--- src/rtl/fft_peak_finder_if.sv ---
// Magnitude-stream input and peak-report output of the FFT peak finder.
// The master side (upstream FFT / test harness) drives the magnitude stream
// and observes the report. The slave side is the peak finder itself.
interface fft_peak_finder_if;
   logic        s_magni_valid;
   logic [15:0] s_magni_data;
   logic [15:0] s_magni_addr;
   logic        m_peak_valid;
   logic [15:0] m_peak_addr;
   logic [15:0] m_peak_magni;
   logic [31:0] m_peak_freq;
   logic        m_peak_found;
   logic        m_frame_err;

   modport master (
      output s_magni_valid, s_magni_data, s_magni_addr,
      input  m_peak_valid, m_peak_addr, m_peak_magni, m_peak_freq,
             m_peak_found, m_frame_err
   );

   modport slave (
      input  s_magni_valid, s_magni_data, s_magni_addr,
      output m_peak_valid, m_peak_addr, m_peak_magni, m_peak_freq,
             m_peak_found, m_frame_err
   );
endinterface

--- src/rtl/fft_peak_finder.sv ---
// Per-frame peak search over the FFT magnitude stream.
// A two-state scanner follows the bin sequence 0..2^LOG2N-1. It tracks the
// strongest bin inside [MIN_BIN, MAX_BIN] and hands the final candidate to an
// independent output stage. That stage converts the bin to Hz and reports the
// result two cycles after the last bin. A sequence break aborts the frame
// with a one-cycle error pulse.
module fft_peak_finder #(
   parameter int unsigned LOG2N   = 10,
   parameter logic [31:0] FS_HZ   = 32'd50_000_000,
   parameter logic [15:0] MIN_BIN = 16'd1,
   parameter logic [15:0] MAX_BIN = 16'd511,
   parameter logic [15:0] MIN_MAG = 16'd64
) (
   input  logic               sys_clk,
   input  logic               sys_rst,
   fft_peak_finder_if.slave   bus
);

   localparam logic [15:0] LAST_BIN = 16'((1 << LOG2N) - 1);

   typedef enum logic {IDLE, SCAN} state_t;

   state_t      state_q, state_d;
   logic [15:0] exp_addr_q, exp_addr_d;
   logic [15:0] best_mag_q, best_mag_d;
   logic [15:0] best_addr_q, best_addr_d;
   logic [15:0] hold_mag_q, hold_mag_d;
   logic [15:0] hold_addr_q, hold_addr_d;
   logic        calc_q, calc_d;
   logic        err_q, err_d;
   logic        peak_valid_q, peak_valid_d;
   logic [15:0] peak_addr_q, peak_addr_d;
   logic [15:0] peak_magni_q, peak_magni_d;
   logic [31:0] peak_freq_q, peak_freq_d;
   logic        peak_found_q, peak_found_d;

   logic        is_start;
   logic        in_seq;
   logic        in_win;
   logic [15:0] base_mag, base_addr;
   logic [15:0] cand_mag, cand_addr;
   logic [31:0] freq_calc;

   // Candidate evaluation: a frame start compares against a cleared best,
   // otherwise against the running best. The strict compare keeps the lowest bin on ties.
   always_comb begin
      is_start  = bus.s_magni_valid && (bus.s_magni_addr == 16'd0);
      in_seq    = bus.s_magni_valid && (state_q == SCAN) &&
                  (bus.s_magni_addr == exp_addr_q);
      base_mag  = is_start ? 16'd0 : best_mag_q;
      base_addr = is_start ? MIN_BIN : best_addr_q;
      in_win    = (bus.s_magni_addr >= MIN_BIN) && (bus.s_magni_addr <= MAX_BIN);
      cand_mag  = base_mag;
      cand_addr = base_addr;
      if (in_win && (bus.s_magni_data > base_mag)) begin
         cand_mag  = bus.s_magni_data;
         cand_addr = bus.s_magni_addr;
      end
   end

   // Scanner next state. In SCAN, exp_addr is never 0, so addr 0 can never
   // be in sequence. A fresh addr 0 therefore always means (re)start.
   always_comb begin
      state_d     = state_q;
      exp_addr_d  = exp_addr_q;
      best_mag_d  = best_mag_q;
      best_addr_d = best_addr_q;
      hold_mag_d  = hold_mag_q;
      hold_addr_d = hold_addr_q;
      calc_d      = 1'b0;
      err_d       = 1'b0;
      if (in_seq) begin
         if (bus.s_magni_addr == LAST_BIN) begin
            state_d     = IDLE;
            hold_mag_d  = cand_mag;
            hold_addr_d = cand_addr;
            calc_d      = 1'b1;
         end else begin
            exp_addr_d  = exp_addr_q + 16'd1;
            best_mag_d  = cand_mag;
            best_addr_d = cand_addr;
         end
      end else if (is_start) begin
         state_d     = SCAN;
         exp_addr_d  = 16'd1;
         best_mag_d  = cand_mag;
         best_addr_d = cand_addr;
         err_d       = (state_q == SCAN);
      end else if (bus.s_magni_valid && (state_q == SCAN)) begin
         state_d = IDLE;
         err_d   = 1'b1;
      end
   end

   // Bin-to-Hz conversion on the held bin: (bin * FS_HZ) >> LOG2N, truncated.
   assign freq_calc = 32'((48'(hold_addr_q) * 48'(FS_HZ)) >> LOG2N);

   // Output stage: result registers load only on the report cycle and hold otherwise.
   always_comb begin
      peak_valid_d = calc_q;
      peak_addr_d  = peak_addr_q;
      peak_magni_d = peak_magni_q;
      peak_freq_d  = peak_freq_q;
      peak_found_d = peak_found_q;
      if (calc_q) begin
         peak_addr_d  = hold_addr_q;
         peak_magni_d = hold_mag_q;
         peak_freq_d  = freq_calc;
         peak_found_d = (hold_mag_q >= MIN_MAG);
      end
   end

   // State registers; reset discards any partial frame and pending report.
   always_ff @(posedge sys_clk or posedge sys_rst) begin
      if (sys_rst) begin
         state_q      <= IDLE;
         exp_addr_q   <= 16'd0;
         best_mag_q   <= 16'd0;
         best_addr_q  <= 16'd0;
         hold_mag_q   <= 16'd0;
         hold_addr_q  <= 16'd0;
         calc_q       <= 1'b0;
         err_q        <= 1'b0;
         peak_valid_q <= 1'b0;
         peak_addr_q  <= 16'd0;
         peak_magni_q <= 16'd0;
         peak_freq_q  <= 32'd0;
         peak_found_q <= 1'b0;
      end else begin
         state_q      <= state_d;
         exp_addr_q   <= exp_addr_d;
         best_mag_q   <= best_mag_d;
         best_addr_q  <= best_addr_d;
         hold_mag_q   <= hold_mag_d;
         hold_addr_q  <= hold_addr_d;
         calc_q       <= calc_d;
         err_q        <= err_d;
         peak_valid_q <= peak_valid_d;
         peak_addr_q  <= peak_addr_d;
         peak_magni_q <= peak_magni_d;
         peak_freq_q  <= peak_freq_d;
         peak_found_q <= peak_found_d;
      end
   end

   assign bus.m_peak_valid = peak_valid_q;
   assign bus.m_peak_addr  = peak_addr_q;
   assign bus.m_peak_magni = peak_magni_q;
   assign bus.m_peak_freq  = peak_freq_q;
   assign bus.m_peak_found = peak_found_q;
   assign bus.m_frame_err  = err_q;

endmodule

--- src/flat_wrapper.sv ---
// flat-port wrapper written by rule: the top's interface ports become plain ports
module fft_peak_finder_flat 
#(
   parameter int unsigned LOG2N   = 10,
   parameter logic [31:0] FS_HZ   = 32'd50_000_000,
   parameter logic [15:0] MIN_BIN = 16'd1,
   parameter logic [15:0] MAX_BIN = 16'd511,
   parameter logic [15:0] MIN_MAG = 16'd64
)
  (sys_clk, sys_rst, bus_s_magni_valid, bus_s_magni_data, bus_s_magni_addr, bus_m_peak_valid, bus_m_peak_addr, bus_m_peak_magni, bus_m_peak_freq, bus_m_peak_found, bus_m_frame_err);
  fft_peak_finder_if bus_i ();
  input  logic sys_clk;
  input  logic sys_rst;
  input wire logic [$bits(bus_i.s_magni_valid)-1:0] bus_s_magni_valid;
  input wire logic [$bits(bus_i.s_magni_data)-1:0] bus_s_magni_data;
  input wire logic [$bits(bus_i.s_magni_addr)-1:0] bus_s_magni_addr;
  output wire logic [$bits(bus_i.m_peak_valid)-1:0] bus_m_peak_valid;
  output wire logic [$bits(bus_i.m_peak_addr)-1:0] bus_m_peak_addr;
  output wire logic [$bits(bus_i.m_peak_magni)-1:0] bus_m_peak_magni;
  output wire logic [$bits(bus_i.m_peak_freq)-1:0] bus_m_peak_freq;
  output wire logic [$bits(bus_i.m_peak_found)-1:0] bus_m_peak_found;
  output wire logic [$bits(bus_i.m_frame_err)-1:0] bus_m_frame_err;
  assign bus_i.s_magni_valid = bus_s_magni_valid;
  assign bus_i.s_magni_data = bus_s_magni_data;
  assign bus_i.s_magni_addr = bus_s_magni_addr;
  assign bus_m_peak_valid = bus_i.m_peak_valid;
  assign bus_m_peak_addr = bus_i.m_peak_addr;
  assign bus_m_peak_magni = bus_i.m_peak_magni;
  assign bus_m_peak_freq = bus_i.m_peak_freq;
  assign bus_m_peak_found = bus_i.m_peak_found;
  assign bus_m_frame_err = bus_i.m_frame_err;
  fft_peak_finder #(.LOG2N(LOG2N), .FS_HZ(FS_HZ), .MIN_BIN(MIN_BIN), .MAX_BIN(MAX_BIN), .MIN_MAG(MIN_MAG)) u_core (.sys_clk(sys_clk), .sys_rst(sys_rst), .bus(bus_i));
endmodule
--- config.mk ---
export PLATFORM = sky130hd
export DESIGN_NAME = fft_peak_finder_flat
export DESIGN_NICKNAME = d
export VERILOG_FILES = /design/src/rtl/fft_peak_finder_if.sv /design/src/rtl/fft_peak_finder.sv /design/src/flat_wrapper.sv
export SDC_FILE = /design/constraint.sdc
export NUM_CORES = 1
export LEC_CHECK = 0
export CAP_MARGIN = 30
export CORE_ASPECT_RATIO = 0.75
export CORE_MARGIN = 3
export CORE_UTILIZATION = 25
export CTS_BUF_LIST = sky130_fd_sc_hd__clkbuf_4 sky130_fd_sc_hd__clkbuf_8
export DETAILED_ROUTE_END_ITERATION = 10
export SLEW_MARGIN = 15
export SYNTH_ARGS = -nofsm -noshare
export SYNTH_HDL_FRONTEND = slang
export SYNTH_SLANG_ARGS = --single-unit
--- constraint.sdc ---
create_clock -name sys_clk -period 5.74 [get_ports sys_clk]
set_input_delay 1.722 -clock sys_clk [delete_from_list [all_inputs] [get_ports sys_clk]]
set_output_delay 1.722 -clock sys_clk [all_outputs]
set_load 0.005 [all_outputs]
==> results of run 1 <==
-- metal layers --
metal	vias up	GRT usage
met3	17	0.0423
li1	4154	-
met4	0	0.0257
met2	251	0.180
met1	4434	0.178
met5	-	0
-- stage by stage --
| step | util | cells | cell area [sq um] | hold WS, ns |
|---|---|---|---|---|
| final | 0.314 | 1935 | 14700 | 0.489 |
| after global routing | 0.314 | 1935 | 14700 | 0.521 |
| after CTS | 0.310 | 1932 | 14500 | 0.494 |
| after detailed placement | 0.301 | 1900 | 14100 | 0.474 |
| after global placement | 0.301 | 1900 | 14100 | 0.475 |
| after floorplan | - | 1153 | 12000 | 0.352 |
-- path summary, 6_finish.rpt --
check	from	to	slack [ns]	cells after the start
setup / recovery	u_core.hold_addr_q[2]	u_core.bus.m_peak_freq[25]	0.13	17
hold / removal	u_core.hold_mag_q[0]	u_core.hold_mag_q[0]	0.49	2
setup reg to reg	u_core.hold_addr_q[2]	u_core.bus.m_peak_freq[25]	0.13	17
hold reg to reg	u_core.hold_mag_q[0]	u_core.hold_mag_q[0]	0.49	2
max in group asynchronous	sys_rst	u_core.best_mag_q[2]	3.17	4
min in group asynchronous	sys_rst	u_core.bus.m_peak_freq[4]	1.56	2
-- critical path: stages, from the launching register on --
cell and delay, ns:
dfrtp_1 0.41, fa_2 0.65, inv_2 0.05, fa_1 0.47, inv_1 0.05, fa_1 0.51, fa_2 0.45, fa_1 0.49
inv_1 0.05, fa_1 0.52, inv_1 0.06, ha_4 0.28, nand4_1 0.26, nor4_4 0.36, o21ai_2 0.13, a311oi_4 0.34
mux2i_1 0.23, o311ai_1 0.13
-- flip-flops by register name, indices dropped and copies added, names as in the netlist --
| signal | flops |
|---|---|
| u_core.hold_addr_q | 16 |
| u_core.best_mag_q | 16 |
| u_core.bus.m_peak_valid | 1 |
| u_core.bus.m_peak_freq | 32 |
| u_core.bus.m_frame_err | 1 |
| u_core.bus.m_peak_magni | 16 |
| u_core.bus.m_peak_addr | 14 |
| u_core.hold_mag_q | 16 |
| u_core.best_addr_q | 16 |
| u_core.state_q | 1 |
| u_core.exp_addr_q | 16 |
| u_core.calc_q | 1 |
| u_core.bus.m_peak_found | 1 |
-- power by group --
part | switching, uW | internal, uW
combinational | 49.2 | 38.4
sequential | 0.0292 | 1030
clock | 476 | 396
-- cell usage in the layout, fill, tap and decap left out, types with 4 or more instances in the layout --
cell type,count
nand4_1,14
o21ai_0,36
xor2_1,23
inv_1,180
and4_1,8
dfrtp_1,146
and3_1,6
a21oi_1,39
nor2_1,33
a31oi_1,5
o21a_1,5
nor2b_1,8
mux2_4,9
inv_6,5
a21o_1,14
mux2i_1,20
buf_4,56
and2_1,11
clkdlybuf4s50_1,101
o211ai_1,4
fa_1,105
ha_4,5
xnor2_1,11
o21ai_1,20
mux2_2,58
nand2b_1,6
nand3_1,24
or3_1,4
nand2_1,92
ha_1,126
clkbuf_8,20
nor4_1,7
nor3_1,16
-- what timing repair did --
item / 4_1_cts / 5_1_grt
endpoints found under the setup margin: 2 / 12
gates resized for setup: 3 / 35
buffers inserted: 0 / 2
pin swaps: 1 / 26
-- cell families (layout without fill, tap and decap cells) --
family,count (synthesis),after routing,synth area share
AOI/OAI and AO/OA,169,169,0.0887
adders and majority gates,242,242,0.319
and+or+nand+nor,252,252,0.106
muxes,87,87,0.0823
buffers and inverters,222,374,0.0729
DFF,147,147,0.306
xor gates and xnor gates,34,34,0.0248
-- final cells by class --
type,count,area share
Timing Repair Buffer,159,0.100
Clock inverter,12,0.00937
Clock buffer,20,0.0187
Sequential cell,147,0.251
Tap cell,630,0.0537
Multi-Input combinational cell,784,0.520
Inverter,183,0.0471
==> impl_metrics.toml, run 1 <==
[grt]
antenna_found_initial = 0
grt_max_degree = 100
grt_first_pass_wirelength_um = 49300
grt.overflow.total = 0
grt_pass1_vias = 8868
track_usage = 0.124

[finish]
diodes = 0
n_fill_cell = 4741
layout.nets = 1569
syn2layout_area_growth_pct = 22.2
layout-drive-gt1-share = 0.151
seqCellArea_sq_um = 3680
multi_input_area_sq_um = 7640

[timing]
maxSlewHeadroom = 0.356
finClkSkew_ns = 0.0236
setup_viol = 0
post-route-period-util = 0.977
timing.fmax_ghz = 0.178
drv_slew = 0
worst_slew_pin_slew_ns = 0.966
setup_ws_ns = 0.130
setup-tns-final_ns = 0
hold_viol_final = 0
period_needed_ns = 5.61

[drt]
wl_met3_um = 2440
postRouteAntennaNets = 0
vias = 8856
routed.top_layer = "met4"
dr.pass1.iters = 5
wl_per_cell_um = 16.1
via_per_inst = 4.58
met2_length_um = 13600
drt_iter0_drc = 631
wirelength_um = 31100
drc = 0
wirelength_met1_um = 14800

[place]
dp_slack_ns = -0.00910
io_buffers = 101
post-dp-hpwl_um = 24900
gp_congestion = 0.948

[power_and_ir_drop]
peakVddDrop_uv = 103
power_density_nw_per_um2 = 136
p_leak_uw = 0.00763
power_uw = 1990

[synthesis]
synth_top_area_frac = 0.306
ys_types = 64
syn-mean-instance-area_sq_um = 10.4
synth_common_cells = "inv_1 (183), dfrtp_1 (147), ha_1 (134)"
ys_ff_latch = 147
synth_flop_cell = "dfrtp_1"
syn_area_sq_um = 12000
syn_nets = 1430
netlist_instances = 1153
synth_edf_count = 0
synth_area_leaders = "dfrtp_1 (31%), fa_1 (18%), ha_1 (14%)"
yosysTopAreaCell = "dfrtp_1"
ys_async_sr_fraction = 1.00
synth_seq_area_share = 0.306
synthMostInstantiatedCell = "inv_1"
yosysWarningCount = 0

[worst_hold_path]
min_path_type = "reg2reg"

[worst_setup_path]
crit_type = "reg2reg"
worst_setup_path_end_kind = "flip-flop"
cp-start-kind = "flip-flop"
required_ns = 6.08
crit_arrival_ns = 5.95
worst-path-max-fanout = 4

[floorplanning]
io_pins = 102
dieArea_sq_um = 50800
core_sq_um = 46700
die_y_um = 196
fp-row-count = 68
die_x_um = 259
initial_core_util = 0.257

[clock_network]
cts_tree = "done"
insertion_delay_ns = 0.49
clkSinkCount = 147
cts-root-buf = "clkbuf_8"
clockBufferDepth = 2
clkTransAtPathRegs_ns = 0.10
cts_buffers = 17
cts_max_level = 4
cts_hold_buf = 0

[flow_run]
maxCapViolCount = 0

[status]
outcome = "completed"
No activity file was read; power rests on OpenSTA's default activity.
==> run 2, diff against run 1 <==
--- a/config.mk
+++ b/config.mk
@@ -11,6 +11,7 @@
 export CORE_UTILIZATION = 25
 export CTS_BUF_LIST = sky130_fd_sc_hd__clkbuf_4 sky130_fd_sc_hd__clkbuf_8
 export DETAILED_ROUTE_END_ITERATION = 10
+export SKIP_LAST_GASP = 1
 export SLEW_MARGIN = 15
 export SYNTH_ARGS = -nofsm -noshare
 export SYNTH_HDL_FRONTEND = slang
==> results of run 2 <==
No change in the layout: final DEF, timing and power equal those of run 1.
==> run 3, diff against run 2 <==
--- a/config.mk
+++ b/config.mk
@@ -10,6 +10,7 @@
 export CORE_MARGIN = 3
 export CORE_UTILIZATION = 25
 export CTS_BUF_LIST = sky130_fd_sc_hd__clkbuf_4 sky130_fd_sc_hd__clkbuf_8
+export CTS_CLUSTER_SIZE = 25
 export DETAILED_ROUTE_END_ITERATION = 10
 export SKIP_LAST_GASP = 1
 export SLEW_MARGIN = 15
==> results of run 3 <==
No change in the layout: final DEF, timing and power equal those of run 1.
